==> src/rtl/seq_gen_pkg.sv <==
// -----------------------------------------------------------------------------
// seq_gen_pkg
// Shared types and constants for the Moore serial pattern generator.
//   state_e                 : FSM state encoding (IDLE is always 0)
//   SEQ_GEN_DEFAULT_PATTERN : the 4-bit pattern the companion detector matches
// Optional macro SEQ_GEN_PARITY_EN adds the PARITY state encoding.
// -----------------------------------------------------------------------------
package seq_gen_pkg;

  typedef enum logic [2:0] {
    ST_IDLE   = 3'd0,
    ST_SEND   = 3'd1,
    ST_GAP    = 3'd2,
`ifdef SEQ_GEN_PARITY_EN
    ST_DONE   = 3'd3,
    ST_PARITY = 3'd4
`else
    ST_DONE   = 3'd3
`endif
  } state_e;

  localparam logic [3:0] SEQ_GEN_DEFAULT_PATTERN = 4'b1011;

endpackage : seq_gen_pkg

==> src/rtl/seq_gen_shifter.sv <==
// -----------------------------------------------------------------------------
// seq_gen_shifter
// Pattern register plus bit-index counter for the serial generator.
//   clock, reset_n : clock, asynchronous active-low reset
//   load           : capture load_val and restart the index at PATTERN_W-1
//   shift          : advance to the next bit (MSB first)
//   load_val       : pattern to capture on load
//   bit_next       : bit that will be current after this edge (feeds the
//                    parent's registered serial output)
//   last_bit       : the current bit is bit 0 of the pattern
// -----------------------------------------------------------------------------
module seq_gen_shifter #(
  parameter int PATTERN_W = 4
) (
  input  logic                 clock,
  input  logic                 reset_n,
  input  logic                 load,
  input  logic                 shift,
  input  logic [PATTERN_W-1:0] load_val,
  output logic                 bit_next,
  output logic                 last_bit
);

  localparam int IDX_W = $clog2(PATTERN_W);

  logic [PATTERN_W-1:0] sh_q, sh_d;
  logic [IDX_W-1:0]     idx_q, idx_d;

  always_comb begin
    sh_d  = sh_q;
    idx_d = idx_q;
    if (load) begin
      sh_d  = load_val;
      idx_d = IDX_W'(PATTERN_W - 1);
    end else if (shift) begin
      // Rotate rather than shift in zero: the MSB is always the current bit,
      // and the register contents are never needed beyond one pass.
      sh_d  = {sh_q[PATTERN_W-2:0], sh_q[PATTERN_W-1]};
      idx_d = idx_q - IDX_W'(1);
    end
  end

  assign bit_next = sh_d[PATTERN_W-1];
  assign last_bit = (idx_q == '0);

  always_ff @(posedge clock or negedge reset_n) begin
    if (!reset_n) begin
      sh_q  <= '0;
      idx_q <= '0;
    end else begin
      sh_q  <= sh_d;
      idx_q <= idx_d;
    end
  end

endmodule : seq_gen_shifter

==> src/rtl/sequence_generator_moore.sv <==
// -----------------------------------------------------------------------------
// sequence_generator_moore
// Moore-FSM serial pattern transmitter. On start it sends `pattern` MSB first,
// repeat_count times (0 treated as 1), with gap_cycles idle cycles between
// frames, then pulses done.
//   clock, reset_n : clock, asynchronous active-low reset
//   start          : transmit request, honoured only when idle
//   pattern        : bits to send, MSB first
//   repeat_count   : number of frames
//   gap_cycles     : idle cycles between frames (0 = back-to-back)
//   sequence_out   : registered serial data
//   frame          : sequence_out carries a pattern/parity bit
//   busy           : transmission in progress (through the done cycle)
//   done           : one-cycle completion pulse
// Optional macro SEQ_GEN_PARITY_EN appends an odd-parity bit to every frame.
// -----------------------------------------------------------------------------
module sequence_generator_moore
  import seq_gen_pkg::*;
#(
  parameter int PATTERN_W = 4,
  parameter int REPEAT_W  = 4,
  parameter int GAP_W     = 4
) (
  input  logic                 clock,
  input  logic                 reset_n,
  input  logic                 start,
  input  logic [PATTERN_W-1:0] pattern,
  input  logic [REPEAT_W-1:0]  repeat_count,
  input  logic [GAP_W-1:0]     gap_cycles,
  output logic                 sequence_out,
  output logic                 frame,
  output logic                 busy,
  output logic                 done
);

  state_e               state_q, state_d;
  logic [PATTERN_W-1:0] pat_q, pat_d;
  logic [REPEAT_W-1:0]  frames_q, frames_d;
  logic [GAP_W-1:0]     gap_len_q, gap_len_d;
  logic [GAP_W-1:0]     gap_cnt_q, gap_cnt_d;
  logic                 seq_out_q, seq_out_d;
  logic                 frame_q, frame_d;
  logic                 busy_q, busy_d;
  logic                 done_q, done_d;

  logic                 sh_load, sh_shift, bit_next, last_bit;
  logic [PATTERN_W-1:0] load_val;
  logic                 frame_end;

  seq_gen_shifter #(
    .PATTERN_W (PATTERN_W)
  ) u_shifter (
    .clock    (clock),
    .reset_n  (reset_n),
    .load     (sh_load),
    .shift    (sh_shift),
    .load_val (load_val),
    .bit_next (bit_next),
    .last_bit (last_bit)
  );

  always_comb begin
    state_d   = state_q;
    pat_d     = pat_q;
    frames_d  = frames_q;
    gap_len_d = gap_len_q;
    gap_cnt_d = gap_cnt_q;
    sh_load   = 1'b0;
    sh_shift  = 1'b0;
    frame_end = 1'b0;
    // Fresh pattern comes from the port only on acceptance; reloads between
    // frames use the latched copy so the host may change inputs freely.
    load_val  = (state_q == ST_IDLE) ? pattern : pat_q;

    case (state_q)
      ST_IDLE: begin
        if (start) begin
          state_d   = ST_SEND;
          pat_d     = pattern;
          frames_d  = (repeat_count == '0) ? REPEAT_W'(1) : repeat_count;
          gap_len_d = gap_cycles;
          sh_load   = 1'b1;
        end
      end
      ST_SEND: begin
        if (!last_bit) begin
          sh_shift = 1'b1;
        end else begin
`ifdef SEQ_GEN_PARITY_EN
          state_d = ST_PARITY;
`else
          frame_end = 1'b1;
`endif
        end
      end
`ifdef SEQ_GEN_PARITY_EN
      ST_PARITY: frame_end = 1'b1;
`endif
      ST_GAP: begin
        if (gap_cnt_q <= GAP_W'(1)) begin
          state_d   = ST_SEND;
          sh_load   = 1'b1;
          gap_cnt_d = '0;
        end else begin
          gap_cnt_d = gap_cnt_q - GAP_W'(1);
        end
      end
      ST_DONE: state_d = ST_IDLE;
      default: state_d = ST_IDLE;
    endcase

    // Frame boundary: count the frame off (never below zero) and pick the
    // next phase.
    if (frame_end) begin
      if (frames_q > REPEAT_W'(1)) begin
        frames_d = frames_q - REPEAT_W'(1);
        if (gap_len_q != '0) begin
          state_d   = ST_GAP;
          gap_cnt_d = gap_len_q;
        end else begin
          state_d = ST_SEND;
          sh_load = 1'b1;
        end
      end else begin
        frames_d = '0;
        state_d  = ST_DONE;
      end
    end

    // Outputs are registered from the next state so they line up with it.
    seq_out_d = (state_d == ST_SEND) ? bit_next : 1'b0;
`ifdef SEQ_GEN_PARITY_EN
    if (state_d == ST_PARITY) seq_out_d = ~(^pat_q);
    frame_d = (state_d == ST_SEND) || (state_d == ST_PARITY);
`else
    frame_d = (state_d == ST_SEND);
`endif
    busy_d = (state_d != ST_IDLE);
    done_d = (state_d == ST_DONE);
  end

  always_ff @(posedge clock or negedge reset_n) begin
    if (!reset_n) begin
      state_q   <= ST_IDLE;
      pat_q     <= '0;
      frames_q  <= '0;
      gap_len_q <= '0;
      gap_cnt_q <= '0;
      seq_out_q <= 1'b0;
      frame_q   <= 1'b0;
      busy_q    <= 1'b0;
      done_q    <= 1'b0;
    end else begin
      state_q   <= state_d;
      pat_q     <= pat_d;
      frames_q  <= frames_d;
      gap_len_q <= gap_len_d;
      gap_cnt_q <= gap_cnt_d;
      seq_out_q <= seq_out_d;
      frame_q   <= frame_d;
      busy_q    <= busy_d;
      done_q    <= done_d;
    end
  end

  assign sequence_out = seq_out_q;
  assign frame        = frame_q;
  assign busy         = busy_q;
  assign done         = done_q;

endmodule : sequence_generator_moore

==> config.mk <==
export PLATFORM = sky130hd
export DESIGN_NAME = sequence_generator_moore
export DESIGN_NICKNAME = d
export VERILOG_FILES = /design/src/rtl/seq_gen_pkg.sv /design/src/rtl/seq_gen_shifter.sv /design/src/rtl/sequence_generator_moore.sv
export SDC_FILE = /design/constraint.sdc
export NUM_CORES = 1
export LEC_CHECK = 0
export ABC_AREA = 1
export CAP_MARGIN = 10
export CORE_UTILIZATION = 50
export DETAILED_ROUTE_END_ITERATION = 16
export PLACE_DENSITY_LB_ADDON = 0.25
export SYNTH_ARGS = -nofsm -noshare
export SYNTH_HDL_FRONTEND = slang
export SYNTH_HIERARCHICAL = 1
export SYNTH_SLANG_ARGS = --single-unit
==> constraint.sdc <==
create_clock -name clock -period 2.35 [get_ports clock]
set_input_delay 0.47 -clock clock [delete_from_list [all_inputs] [get_ports clock]]
set_output_delay 0.47 -clock clock [all_outputs]
set_load 0.02 [all_outputs]
* After elaboration in Yosys (flattened, before gate mapping) *
Index checks and enable logic that the tools add are counted.

operators by class
  reductions and logical operators = 10
  multiplexer cells = 32
  equality and inequality tests = 4
  order comparisons = 2
  $add $sub $neg = 3

operator list
  operator                                                                number
  4-bit 2-to-1 mux                                                        13
  3-bit 2-to-1 mux                                                        4
  1-bit 2-to-1 mux                                                        10
  3-bit one-hot mux with 3 select lines                                   1
  4-bit by 1-bit subtractor with 4-bit output (second input constant)     2
  3-bit by 1-bit == test with 1-bit output (second input constant)        2
  3-bit by 2-bit == test with 1-bit output (second input constant)        2
  2-bit 2-to-1 mux                                                        3
  2-bit nonzero test                                                      3
  4-bit by 1-bit > comparator with 1-bit output (second input constant)   1
  4-bit by 1-bit <= comparator with 1-bit output (second input constant)  1
  4-bit logical NOT                                                       1
  2-bit AND reduction                                                     2
  4-bit nonzero test                                                      1
  3-bit logical NOT                                                       1
  3-bit nonzero test                                                      1
  2-bit logical NOT                                                       1
  1-bit one-hot mux with 2 select lines                                   1
  2-bit by 1-bit subtractor with 2-bit output (second input constant)     1

word-level totals
  input port bits = 15
  logic and storage cells = 63
  output and inout port bits = 4
  register bits = 29

* Longest topological paths before layout *
  word-level depth = 8
  gate-level depth with buffers = 14
  depth with buffers taken out = 13

* Modules after synthesis *
The synthesis kept the hierarchy.

by module, submodules not included
  module                    seq. area each (um^2)  instances  area an instance (um^2)  cells each
  sequence_generator_moore  575.6                  1          1272.5                   166
  seq_gen_shifter           150.1                  1          284.0                    35

* Least setup slack after synthesis *
OpenSTA, ideal clock, no wires.

  path type = register to register
  start = register frames_q[0]
  end = register seq_out_q (netlist: sequence_out)
  required time = 2.270 ns
  library setup time = 0.080 ns
  stages on the path, launching flop included = 15
  path buffers = 1
  data arrival time = 1.683 ns
  path slack = 0.586 ns
  period minus slack after synthesis = 1.764 ns
  cell sequence = dfrtp_1 inv_1 ha_1 inv_1 nand2_1 nand2_1 nor2b_4 nand2_1 nand3_1 buf_2 nor2_2 nand2_1 nand3_1 inv_1 nor3_2

on the way
  word-level cells in the longest chain between the ends = 5
  elaborated cells on any way between the ends = 8
  classes of those cells = order compare: 1; eq/ne: 1; mux: 6

ends and longest elaborated chain
  element                                        RTL line                         text
  start, declared                                sequence_generator_moore.sv:38   logic [REPEAT_W-1:0] frames_q, frames_d;
  start signal, assigned                         sequence_generator_moore.sv:156  frames_q <= frames_d;
  4-bit by 1-bit > comparator with 1-bit output  sequence_generator_moore.sv:115  if (frames_q > REPEAT_W'(1)) begin
  1-bit 2-to-1 mux                               sequence_generator_moore.sv:115
  1-bit 2-to-1 mux                               sequence_generator_moore.sv:114  if (frame_end) begin
  net sh_load                                    sequence_generator_moore.sv:46   logic sh_load, sh_shift, bit_next, last_bit;
  4-bit 2-to-1 mux                               seq_gen_shifter.sv:32            if (load) begin
  net bit_next                                   sequence_generator_moore.sv:46
  1-bit 2-to-1 mux                               sequence_generator_moore.sv:131  seq_out_d = (state_d == ST_SEND) ? bit_next : 1'b0;
  net seq_out_d                                  sequence_generator_moore.sv:41   logic seq_out_q, seq_out_d;
  end signal, assigned                           sequence_generator_moore.sv:159  seq_out_q <= seq_out_d;
  end, declared                                  sequence_generator_moore.sv:41

The timed path passes the listed nets, and every way through them passes these cells.
A chain may end at the register's enable or synchronous reset.

* Worst setup path in the final report *
Ends and elaborated chain as after synthesis.

==> run_results.csv <==
group,metric,value,unit
run_status,status,"finished clean",
route,vias_per_cell,5.20,
finish,area_delta_synth_final,19.0,%
clock_tree,htree_levels,2,
timing,finalMaxSlewViolations,0,
worst_setup_path,critPathMostFrequentCell,"nand2_1",
yosys,synth_cell_types,26,
run,drv_cap,0,
power,powerDensity,1120,nW/um^2
clock_tree,cts_tree,"built",
worst_setup_path,crit_path_start_kind,"register",
clock_tree,ctsHoldBuffers,0,
clock_tree,cts_resized,0,
placement,dp_hpwl,2300,um
route,num_vias,1337,
timing,finalCritPeriodShare,90.6,%
floorplanning,coreArea,2850,um^2
global_route,antenna_found_initial,0,
yosys,synth_compound_area_share,8.28,%
yosys,syn_nets,221,
timing,finalSetupTns,0,ps
floorplanning,die_area,3340,um^2
global_route,grt_overflow,0,
clock_tree,clkLatencyLatePin,330,ps
worst_setup_path,cp_cell_sequence,"inv_1 > ha_1 > inv_1 > nand2_1 > nand2_1 > nor2b_4 > nand2_1 > nand3_1 > nor2_2 > nand2_1 > nand3_1 > inv_1 > nor3_2",
yosys,synth_top_family_by_area,"simple AND/OR/NAND/NOR gates",
timing,setup_viol,0,
finish,final_net_count,245,
yosys,synth_mux_area_share,0,%
finish,diodes,0,
floorplanning,die_y,57.8,um
worst_hold_path,min_path_type,"reg -> reg",
clock_tree,clkSlewWorstSetupHoldPaths,90,ps
worst_setup_path,setup.worst_path.class,"reg -> reg",
floorplanning,rows,19,
worst_setup_path,max_stage_delay,420,ps
worst_setup_path,cp_slowest_cell,"dfrtp_1",
placement,place_ws,266,ps
worst_setup_path,cp.required,2610,ps
timing,max_freq,469,MHz
global_route,grt_pass1_vias,1275,
finish,drive_above_1_share,11.1,%
timing,grt_setup_unrepaired,"no",
yosys,synth.avg_cell_area,7.74,um^2
yosys,synth-simple-area-share,31.4,%
finish,final_common_cell,"nand2_1",
power,ir_drop,646,uV
yosys,synth_area,1560,um^2
yosys,yosys.area_share.adder,4.02,%
route,firstDrtPassIters,4,
route,drtIter0Drc,60,
yosys,synth_seq_cells,29,
yosys,synth-seq-area-share,46.6,%
yosys,netlist_instances,201,
worst_setup_path,worstPathMaxFanout,8,
route,drt_wl_total,3030,um
clock_tree,clockBufferDepth,2,
placement,numPortBuffers,18,
timing,skew,4.47,ps
route,routedWlPerCell,11.8,um
clock_tree,cts.sinks,29,
yosys,yosysWarnings,6,
worst_setup_path,cp-end-kind,"register",
global_route,grt_pass1_wl,5200,um
global_route,track_usage,21.1,%
timing,fin_crit,2130,ps
timing,fin_hold_ws,487,ps
route,drc,0,
worst_setup_path,cp.arrival,2390,ps
floorplanning,ios,19,
clock_tree,postCtsSetupBuffers,0,
route,ant_nets,0,
floorplanning,start_util,54.6,%
global_route,grt_max_degree,30,
timing,timing.final.ws_setup,220,ps
finish,layout.cells.non_filler,257,
placement,dp.cells,249,
finish,final_cell_mix,"59 x nand2_1, 29 x dfrtp_1, 25 x inv_1",
timing,hold_viol,0,
clock_tree,numCtsBuffers,5,
placement,gp_congestion,0.959,
floorplanning,die_w,57.8,um
clock_tree,cts_root_buffer,"clkbuf_4",
power,leakagePower,0.923,nW
yosys,synth-xor-area-share,1.13,%
layout make-up:
class,instances,area (um^2)
Fill cell,244,1000
Sequential cell,29,726
Multi-Input combinational cell,140,702
Timing Repair Buffer,19,188
Inverter,30,113
Clock buffer,7,55.1
Tap cell,31,38.8
Clock inverter,1,30.0
power by group:
| group | internal (W) | total [W] | switching [W] |
|---|---|---|---|
| combinational | 0.000320 | 0.000824 | 0.000504 |
| sequential | 0.000696 | 0.000817 | 0.000121 |
| clock | 0.000254 | 0.000424 | 0.000170 |
flip-flops by register name, summed over array words and instances (netlist names):
| signal | count |
|---|---|
| busy | 1 |
| u_shifter/sh_q | 4 |
| gap_len_q | 4 |
| pat_q | 4 |
| frames_q | 4 |
| done | 1 |
| state_q | 3 |
| u_shifter/idx_q | 2 |
| frame | 1 |
| gap_cnt_q | 4 |
| sequence_out | 1 |
stage by stage:
| stage | cell area, um^2 | utilization (%) | power (W) |
|---|---|---|---|
| final | 1850 | 64.9 | 0.00207 |
| after CTS | 1850 | 64.9 | 0.00207 |
| after global placement | 1770 | 61.9 | 0.00159 |
| after detailed placement | 1770 | 61.9 | 0.00164 |
| after floorplan | 1560 | - | 0.00141 |
| after global routing | 1850 | 64.9 | 0.00223 |
cell families after synthesis:
logic type	after synthesis
adder cells (fa/ha/maj)	5
buffers and inverters	32
AO/OA/AOI/OAI	25
XOR/XNOR	2
other	1
AND/OR/NAND/NOR	107
flip-flops	29
cell usage after synthesis (all sizes together):
library cell	count	area (um^2)
a21oi	9	45.0
buf	2	16.3
conb	1	3.75
dfrtp	29	726
ha	5	62.6
inv	30	113
nand2	61	234
nand3	19	113
nand3b	1	7.51
nor2	23	106
nor2b	1	13.8
nor3	2	15.0
o211ai	1	7.51
o21ai	14	70.1
o22ai	1	6.26
xnor2	1	8.76
xor2	1	8.76
critical path, delay by kind of cell (launching register included):
family	cells	cell delay (ps)
simple gates	9	1230
buf+inv	3	220
flops	1	420
fa+ha+maj	1	200
per-layer routing:
metal  GRT usage [%]  wire [um]
met5               0          0
met1            23.2       1320
met2            38.5       1530
met4            7.82         32
met3            6.03        140
final timing paths:
check	start	end	slack (ps)	cells after the start
min	u_shifter/idx_q[0]	u_shifter/idx_q[0]	490	2
min in group asynchronous	reset_n	gap_cnt_q[3]	520	2
min reg2reg	u_shifter/idx_q[0]	u_shifter/idx_q[0]	490	2
max in group asynchronous	reset_n	u_shifter/idx_q[1]	1560	2
max reg2reg	frames_q[0]	sequence_out	220	13
max	frames_q[0]	sequence_out	220	13
Power figures use the tool's default switching activity.
